`src/rtl/uart_rx_ctrl.sv`:
```
// UART 8N1 receive controller: synchronizes rx_in, times mid-bit samples and
// delivers each byte as a one-cycle rx_valid strobe, or frame_err on a bad stop bit.
`timescale 1ns/1ps
module uart_rx_ctrl #(
  parameter int unsigned CLKS_PER_BIT = 868
) (
  input  logic       clock,
  input  logic       reset,
  input  logic       rx_in,
  output logic [7:0] rx_data,
  output logic       rx_valid,
  output logic       frame_err,
  output logic       busy
);

  localparam int unsigned CNT_W = $clog2(CLKS_PER_BIT);
  localparam logic [CNT_W-1:0] HALF_LAST = CNT_W'(CLKS_PER_BIT / 2 - 1);
  localparam logic [CNT_W-1:0] BIT_LAST  = CNT_W'(CLKS_PER_BIT - 1);

  localparam logic [2:0] S_IDLE  = 3'd0;
  localparam logic [2:0] S_START = 3'd1;
  localparam logic [2:0] S_DATA  = 3'd2;
  localparam logic [2:0] S_STOP  = 3'd3;
  localparam logic [2:0] S_BREAK = 3'd4;

  logic             rx_m;
  logic             rx_s;
  logic             rx_pre;
  logic             fall;
  logic [2:0]       state;
  logic [2:0]       state_nxt;
  logic [CNT_W-1:0] cnt;
  logic [CNT_W-1:0] cnt_nxt;
  logic [2:0]       idx;
  logic [2:0]       idx_nxt;
  logic [7:0]       shreg;
  logic [7:0]       shreg_nxt;
  logic [7:0]       data_nxt;
  logic             valid_nxt;
  logic             ferr_nxt;
  logic             busy_nxt;

  // Two-flop synchronizer plus previous-value flop for edge detection
  always_ff @(posedge clock or negedge reset) begin
    if (!reset) begin
      rx_m   <= 1'b1;
      rx_s   <= 1'b1;
      rx_pre <= 1'b1;
    end else begin
      rx_m   <= rx_in;
      rx_s   <= rx_m;
      rx_pre <= rx_s;
    end
  end

  assign fall = !rx_s & rx_pre;

  always_ff @(posedge clock or negedge reset) begin
    if (!reset) begin
      state     <= S_IDLE;
      cnt       <= '0;
      idx       <= '0;
      shreg     <= '0;
      rx_data   <= 8'h00;
      rx_valid  <= 1'b0;
      frame_err <= 1'b0;
      busy      <= 1'b0;
    end else begin
      state     <= state_nxt;
      cnt       <= cnt_nxt;
      idx       <= idx_nxt;
      shreg     <= shreg_nxt;
      rx_data   <= data_nxt;
      rx_valid  <= valid_nxt;
      frame_err <= ferr_nxt;
      busy      <= busy_nxt;
    end
  end

  // Next-state logic; the baud counter is cleared on every transition
  always_comb begin
    state_nxt = state;
    cnt_nxt   = cnt + CNT_W'(1);
    idx_nxt   = idx;
    shreg_nxt = shreg;
    data_nxt  = rx_data;
    valid_nxt = 1'b0;
    ferr_nxt  = 1'b0;
    case (state)
      S_IDLE: begin
        cnt_nxt = '0;
        idx_nxt = '0;
        if (fall) state_nxt = S_START;
      end
      S_START: begin
        if (cnt == HALF_LAST) begin
          cnt_nxt   = '0;
          state_nxt = rx_s ? S_IDLE : S_DATA;
        end
      end
      S_DATA: begin
        if (cnt == BIT_LAST) begin
          cnt_nxt        = '0;
          shreg_nxt[idx] = rx_s;
          if (idx == 3'd7) state_nxt = S_STOP;
          else             idx_nxt   = idx + 3'd1;
        end
      end
      S_STOP: begin
        if (cnt == BIT_LAST) begin
          cnt_nxt = '0;
          if (rx_s) begin
            data_nxt  = shreg;
            valid_nxt = 1'b1;
            state_nxt = S_IDLE;
          end else begin
            ferr_nxt  = 1'b1;
            state_nxt = S_BREAK;
          end
        end
      end
      S_BREAK: begin
        cnt_nxt = '0;
        if (rx_s) state_nxt = S_IDLE;
      end
      default: begin
        cnt_nxt   = '0;
        state_nxt = S_IDLE;
      end
    endcase
    busy_nxt = (state_nxt != S_IDLE);
  end

endmodule

```
`config.mk`:
```
export PLATFORM = sky130hd
export DESIGN_NAME = uart_rx_ctrl
export DESIGN_NICKNAME = d
export VERILOG_FILES = /design/src/rtl/uart_rx_ctrl.sv
export SDC_FILE = /design/constraint.sdc
export NUM_CORES = 1
export LEC_CHECK = 0
export ABC_CLOCK_PERIOD_IN_PS = 4900
export CAP_MARGIN = 20
export CORE_ASPECT_RATIO = 2
export CORE_MARGIN = 5
export CORE_UTILIZATION = 61
export CTS_BUF_LIST = sky130_fd_sc_hd__clkbuf_8 sky130_fd_sc_hd__clkbuf_16
export CTS_CLUSTER_SIZE = 24
export DETAILED_ROUTE_END_ITERATION = 8
export PLACE_DENSITY_LB_ADDON = 0.3
export SLEW_MARGIN = 20
export SYNTH_ARGS = -nofsm -noshare
export SYNTH_HDL_FRONTEND = slang
export SYNTH_SLANG_ARGS = --single-unit
```
`constraint.sdc`:
```
create_clock -name clock -period 4.9 [get_ports clock]
set_input_delay 0.98 -clock clock [delete_from_list [all_inputs] [get_ports clock]]
set_output_delay 0.98 -clock clock [all_outputs]
set_load 0.02 [all_outputs]
```
## Yosys cells after proc, flatten, opt, wreduce, memory -nomap -nowiden

Cells that the tools add are included.

- Bits in registers: 38
- Output and inout port bits: 11
- Word-level logic and storage cells: 58

- Add/subtract/negate cells: 2
- Order comparisons: 2
- Equality and inequality tests: 9
- Mux-type cells: 24
- Bitwise logic cells: 1
- Reduce and logical (&&, ||, !) cells: 9

Operator list:

| cell | count |
|---|---|
| 3-bit 2-to-1 mux | 9 |
| 10-bit 2-to-1 mux | 2 |
| 10-bit case mux with 2 select lines | 1 |
| 3-bit case mux with 5 select lines | 1 |
| 10-bit by 1-bit adder with 10-bit output, second input constant | 1 |
| 10-bit == test, second input constant | 1 |
| 10-bit by 9-bit == test with 1-bit output, second input constant | 1 |
| 8-bit bitwise mux | 1 |
| 1-bit 2-to-1 mux | 7 |
| 3-bit by 2-bit == test with 1-bit output, second input constant | 2 |
| 3-bit == test, second input constant | 2 |
| 3-bit case mux with 2 select lines | 1 |
| 3-bit AND reduction | 2 |
| 3-bit by 4-bit < comparator with 1-bit output, second input constant | 1 |
| 2-bit inequality test, second input constant | 2 |
| 3-bit by 1-bit adder with 3-bit output, second input constant | 1 |
| 1-bit demux with 3-bit select | 1 |
| 3-bit by 1-bit == test with 1-bit output, second input constant | 1 |
| 3-bit by 1-bit >= comparator with 1-bit output, second input constant | 1 |
| 3-bit zero test | 1 |
| 3-bit nonzero test | 1 |
| 2-bit 2-to-1 mux | 1 |
| 2-bit AND reduction | 1 |
| 2-bit nonzero test | 1 |
| 4 further kinds | 4 |

## Depth between registers and ports, before layout

Gate-level depths: netlist of run 1.

- Word-level depth: 5
- Mapped depth: 7
- Gate-level depth less buffers: 6

## Worst setup path after synthesis of run 1

OpenSTA, ideal clock, no wires.

- Path kind: register -> register
- Start: register cnt[0]
- End: register rx_data[0]
- Setup time: 0.125 ns
- Arrival time: 1.675 ns
- Slack: 3.100 ns
- Cell stages (with the launch flop): 7
- Period minus slack after synthesis: 1.800 ns
- Cell sequence: dfrtp_1 ha_1 and2b_2 nand3_2 buf_6 nor3_4 mux2_2

- Longest elaborated chain between the ends: 2

RTL lines:

| element | line | text |
|---|---|---|
| from (decl) | 32 | `logic [CNT_W-1:0] cnt;` |
| from (signal assigned) | 70 | `cnt <= cnt_nxt;` |
| 10-bit == test | 110 | `if (cnt == BIT_LAST) begin` |
| 3-bit AND reduction (no line) | -- |  |
| to (signal assigned) | 73 | `rx_data <= data_nxt;` |
| to (decl) | 10 | `output logic [7:0] rx_data,` |

Every way passes these cells.
A chain may end at the register's enable or synchronous reset.

## Worst setup path after layout of run 1

- Start: register rx_data[1]
- End: output rx_data[1]

No word-level cell between the ends.

==> results of run 1 <==
==> final timing paths <==
kind | endpoint | slack, ns | depth (start not counted)
max | rx_data[1] | 2.65 | 1
min | rx_s$_DFF_PN1_ | 0.36 | 0
max reg2reg | cnt[8]$_DFF_PN0_ | 2.82 | 4
min reg2reg | rx_s$_DFF_PN1_ | 0.36 | 0
max in group asynchronous | rx_s$_DFF_PN1_ | 3.46 | 2
min in group asynchronous | rx_valid$_DFF_PN0_ | 1.10 | 2
==> power breakdown <==
group          leakage (nW)  internal (mW)  switching [mW]
registers             0.506          0.338          0.0308
clock network        0.0575          0.142           0.103
logic                 0.378         0.0356          0.0527
total                 0.942          0.516           0.187
==> cells by family (layout without fill, tap and decap cells) <==
| kind of cell | after synthesis | count (layout) | synth area share |
|---|---|---|---|
| mux | 16 | 16 | 0.0990 |
| xor+xnor | 8 | 8 | 0.0385 |
| simple gates | 70 | 70 | 0.234 |
| compound gates | 10 | 10 | 0.0460 |
| fa+ha+maj | 4 | 4 | 0.0275 |
| buf+inv | 10 | 26 | 0.0309 |
| flops | 38 | 38 | 0.524 |
==> worst register-to-register path, cell delays in order, from the launching register on <==
cell	delay, ns
dfrtp_1	0.46
or3b_2	0.52
nor4_1	0.43
o32a_1	0.45
nor2_1	0.10
==> per-stage QoR <==
step,total power [mW],hold WS (ns),instance area [sq um],instances,setup WS (ns)
2_1_floorplan,0.432,0.345,1820,156,3.10
3_3_place_gp,0.457,0.346,1950,194,2.88
3_5_place_dp,0.463,0.350,1950,194,2.80
4_1_cts,0.709,0.360,2060,202,2.65
5_1_grt,0.739,0.368,2060,202,2.61
6_report,0.703,0.358,2060,202,2.65
==> registers in the layout (all words and copies together), names as in the netlist <==
name / count
busy: 1
frame_err: 1
rx_valid: 1
rx_m: 1
state: 3
rx_pre: 1
shreg: 8
rx_data: 8
rx_s: 1
cnt: 10
idx: 3
==> per-layer routing <==
metal	routed length [microns]	part of all wire	GRT usage	vias up
met5	0	0	0	-
met1	1130	0.34	0.159	616
met2	2010	0.60	0.358	17
met4	100	0.030	0.103	0
met3	116	0.035	0.0480	9
li1	-	-	-	581
==> area by class of cell <==
class / count / area share
timing repair buffer: 14 / 0.0667
tap: 30 / 0.0182
inverter: 4 / 0.00727
clock buffer: 8 / 0.0533
sequential: 38 / 0.462
multi-input combinational: 108 / 0.392
==> Yosys cell counts (3+ instances only) <==
cell type,n
ha_1,4
dfstp_2,3
dfrtp_1,35
nor4_1,5
nand3b_1,3
nand2_1,11
buf_4,3
nand4_1,5
inv_1,4
nand3_1,5
mux2_2,16
xor2_1,7
nor2_1,16
==> metrics.csv, run 1 <==
metric,value,unit
status,finished clean,
path_class,reg2out,
cts_made_buffers,5,
io_pins,14,
synthFlopType,dfrtp_1,
layout_common_cells,"dfrtp_1, nor2_1, mux2_2",
crit_slowest_cell,clkdlybuf4s50_1,
tns,0,ns
cts_root_buf,clkbuf_8,
grt_pass1_vias,1329,
ir_drop,271,uV
cp-startpoint,rx_data[1]$_DFFE_PN0P_,
fin_util,0.710,
finalSetupViolations,0,
place_congestion,0.791,
drt_first_pass_iters,4,
tritoncts,built,
tightestPinTransition,0.448,ns
power_per_cell_area,340,nW/um^2
mostFrequentLayoutCell,dfrtp_1,
ant_nets,0,
synth_seq_cells,38,
crit_family,buffers and inverters,
core_area,2910,sq um
drive_gt1_frac,0.256,
slew_headroom,0.701,
start_util,0.626,
p_leak,0.942,nW
synth-edff-count,0,
ctsHoldBuffers,0,
regArea,955,sq um
yosys_warnings,0,
synth_cell_types,42,
crit_fanout,2,
rows,28,
track_usage,0.183,
yosysSeqAreaShare,0.524,
synth_area,1820,sq um
synthCells,156,
yosys.area.top_type_share,0.481,
fmax,445,MHz
cts_max_path_buffers,2,
die_h,87.3,microns
slowest_delay,0.61,ns
wl_per_cell,16.6,microns
end_kind,output pin,
critical_path.cell_chain,clkdlybuf4s50_1,
worstPathRequired,3.92,ns
overflow,0,
wirelength,3350,microns
synthTopCellsByArea,"dfrtp_1, mux2_2, dfstp_2",
yosysTopAreaCell,dfrtp_1,
initialDrtViolationCount,21,
finalNetCount,178,
crit_path_start_kind,flop,
r2r-start,cnt[3]$_DFF_PN0_,
via_per_inst,6.05,
path_buf_inv,1,
syn_area_per_cell,11.7,sq um
area_growth,13.4,%
n_antenna_cell,0,
place_hpwl,2530,microns
hold_viol_final,0,
die_w,48.6,microns
critPathArrivalTime,1.27,ns
drv_slew,0,
synth_nets,163,
hold_start,rx_m$_DFF_PN1_,
io_buffers,13,
skew,0.00644,ns
antenna_found_initial,0,
clk_pin_slew,0.07,ns
multiInputGateArea,810,sq um
die_area,4240,sq um
min_path_type,reg2reg,
cap_violations,0,
cts_max_level,2,
drcViolationCount,0,
fillers,221,
clk_latency,0.30,ns
grt_pass1_wl,5940,microns
rsz0062_at_grt,false,
cts_setup_buffers,0,
async_reset_ff_frac,1.00,
clock_sinks,38,
cts_resized,0,
period_share,0.458,
min_period,2.25,ns
dr_total_vias,1223,
grt_max_degree,39,
No activity file was read; power rests on OpenSTA's default activity.
==> run 2: changes to the inputs <==
Settings changed: ABC_CLOCK_PERIOD_IN_PS 4900 to 2400, CORE_UTILIZATION 61 to 57.
Clock period 4.9 ns to 2.4 ns, I/O delays scaled along.
==> metrics.csv, run 2 (synthesis gave the netlist of run 1 again) <==
metric,value,unit
status,finished clean,
p_leak,0.951,nW
die_w,50.0,microns
area_growth,14.6,%
tightestPinTransition,0.801,ns
hold_slack,0.275,ns
worstPathRequired,2.58,ns
pre_cts_ws,0.270,ns
cts_resized,0,
grt_pass1_vias,1279,
wirelength,3170,microns
io_pins,14,
min_period,2.11,ns
min_path_type,in2async,
n_antenna_cell,0,
fmax,473,MHz
clock_sinks,38,
cts_made_buffers,5,
via_per_inst,5.95,
period_share,0.880,
crit_path_start_kind,flop,
place_hpwl,2340,microns
clk_pin_slew,0.07,ns
drv_slew,0,
grt_max_degree,39,
grt_pass1_wl,5780,microns
ir_drop,810,uV
ant_nets,0,
hold_viol_final,0,
ctsHoldBuffers,0,
cts_max_path_buffers,2,
power_per_cell_area,761,nW/um^2
dr_total_vias,1202,
die_area,4490,sq um
multiInputGateArea,810,sq um
drive_gt1_frac,0.257,
largest_reg_flops,10,
track_usage,0.163,
tritoncts,built,
die_h,89.9,microns
p_sw_frac,0.241,
drcViolationCount,0,
start_util,0.583,
reg.largest.list,"cnt (10), rx_data (8), shreg (8)",
finalNetCount,177,
fillers,244,
wl_per_cell,15.7,microns
tns,0,ns
cts_root_buf,clkbuf_8,
p_int,1.20,mW
drt_first_pass_iters,4,
critPathArrivalTime,2.29,ns
slew_headroom,0.466,
end_kind,flop,
initialDrtViolationCount,30,
clk_latency,0.29,ns
mostFrequentLayoutCell,dfrtp_1,
comb_power_share,0.111,
power.switching,382,uW
rows,29,
core_area,3120,sq um
layout_common_cells,"dfrtp_1, nor2_1, mux2_2",
fin_ws,0.287,ns
rsz0062_at_grt,false,
largest-register,cnt,
cap_violations,0,
regArea,955,sq um
io_buffers,13,
crit_fanout,11,
antenna_found_initial,0,
clkPwrFrac,0.415,
path_class,reg2reg,
skew,0.00583,ns
overflow,0,
place_congestion,0.843,
finalSetupViolations,0,
p_seq_frac,0.474,
cts_max_level,2,
cts_setup_buffers,0,
[run 2: cell types whose count changed in the layout (fill, tap and decap cells not counted)]
cell,delta
bufinv_16,+2
buf_4,-1
buf_2,+1
clkbuf_8,-2
clkdlybuf4s50_1,-1
[run 2: final timing paths]
| kind | from | endpoint | slack (ns) | cells after the start |
|---|---|---|---|---|
| setup / recovery | cnt[0]$_DFF_PN0_ | rx_data[2]$_DFFE_PN0P_ | 0.29 | 5 |
| min in group clock | rx_m$_DFF_PN1_ | rx_s$_DFF_PN1_ | 0.36 | 0 |
| max in group asynchronous | reset | shreg[1]$_DFFE_PN0P_ | 1.62 | 1 |
| hold / removal | reset | state[1]$_DFF_PN0_ | 0.27 | 1 |
| setup reg to reg | cnt[0]$_DFF_PN0_ | rx_data[2]$_DFFE_PN0P_ | 0.29 | 5 |
| hold reg to reg | rx_m$_DFF_PN1_ | rx_s$_DFF_PN1_ | 0.36 | 0 |
[run 2: metrics by stage]
stage          cell area, sq um  cells   util  total power, mW
4_1_cts                    2090    202  0.668             1.61
5_1_grt                    2090    202  0.668             1.68
3_3_place_gp               1940    194  0.623            0.928
2_1_floorplan              1820    156      -            0.883
6_report                   2090    202  0.668             1.59
3_5_place_dp               1940    194  0.623            0.945
[run 2: worst max-delay path, cell delays in order, from the launching register on]
cell and delay (ns):
dfrtp_1 0.40, ha_1 0.28, and2b_2 0.22, nand3_2 0.22, nor3_4 0.48, mux2_2 0.39
[run 2: routing by layer]
metal | GRT usage | share of wire | up-vias
met3 | 0.0364 | 0.032 | 10
met5 | 0 | 0 | -
met4 | 0.101 | 0.035 | 0
met1 | 0.175 | 0.39 | 593
li1 | - | - | 583
met2 | 0.278 | 0.55 | 16
[run 2: cell type report]
cell class	count	share of cell area
Inverter	4	0.00720
Clock inverter	2	0.0288
Timing Repair Buffer	13	0.0600
Tap cell	31	0.0186
Multi-Input combinational cell	108	0.388
Sequential cell	38	0.458
Clock buffer	6	0.0396
[run 2: power by group through the flow]
| stage | logic [mW] | registers, mW | clock network, mW |
|---|---|---|---|
| floorplan | 0.132 | 0.751 | 0 |
| global placement | 0.172 | 0.756 | 0 |
| detailed placement | 0.181 | 0.764 | 0 |
| CTS | 0.182 | 0.752 | 0.674 |
| global route | 0.208 | 0.760 | 0.709 |
| finish | 0.177 | 0.752 | 0.658 |
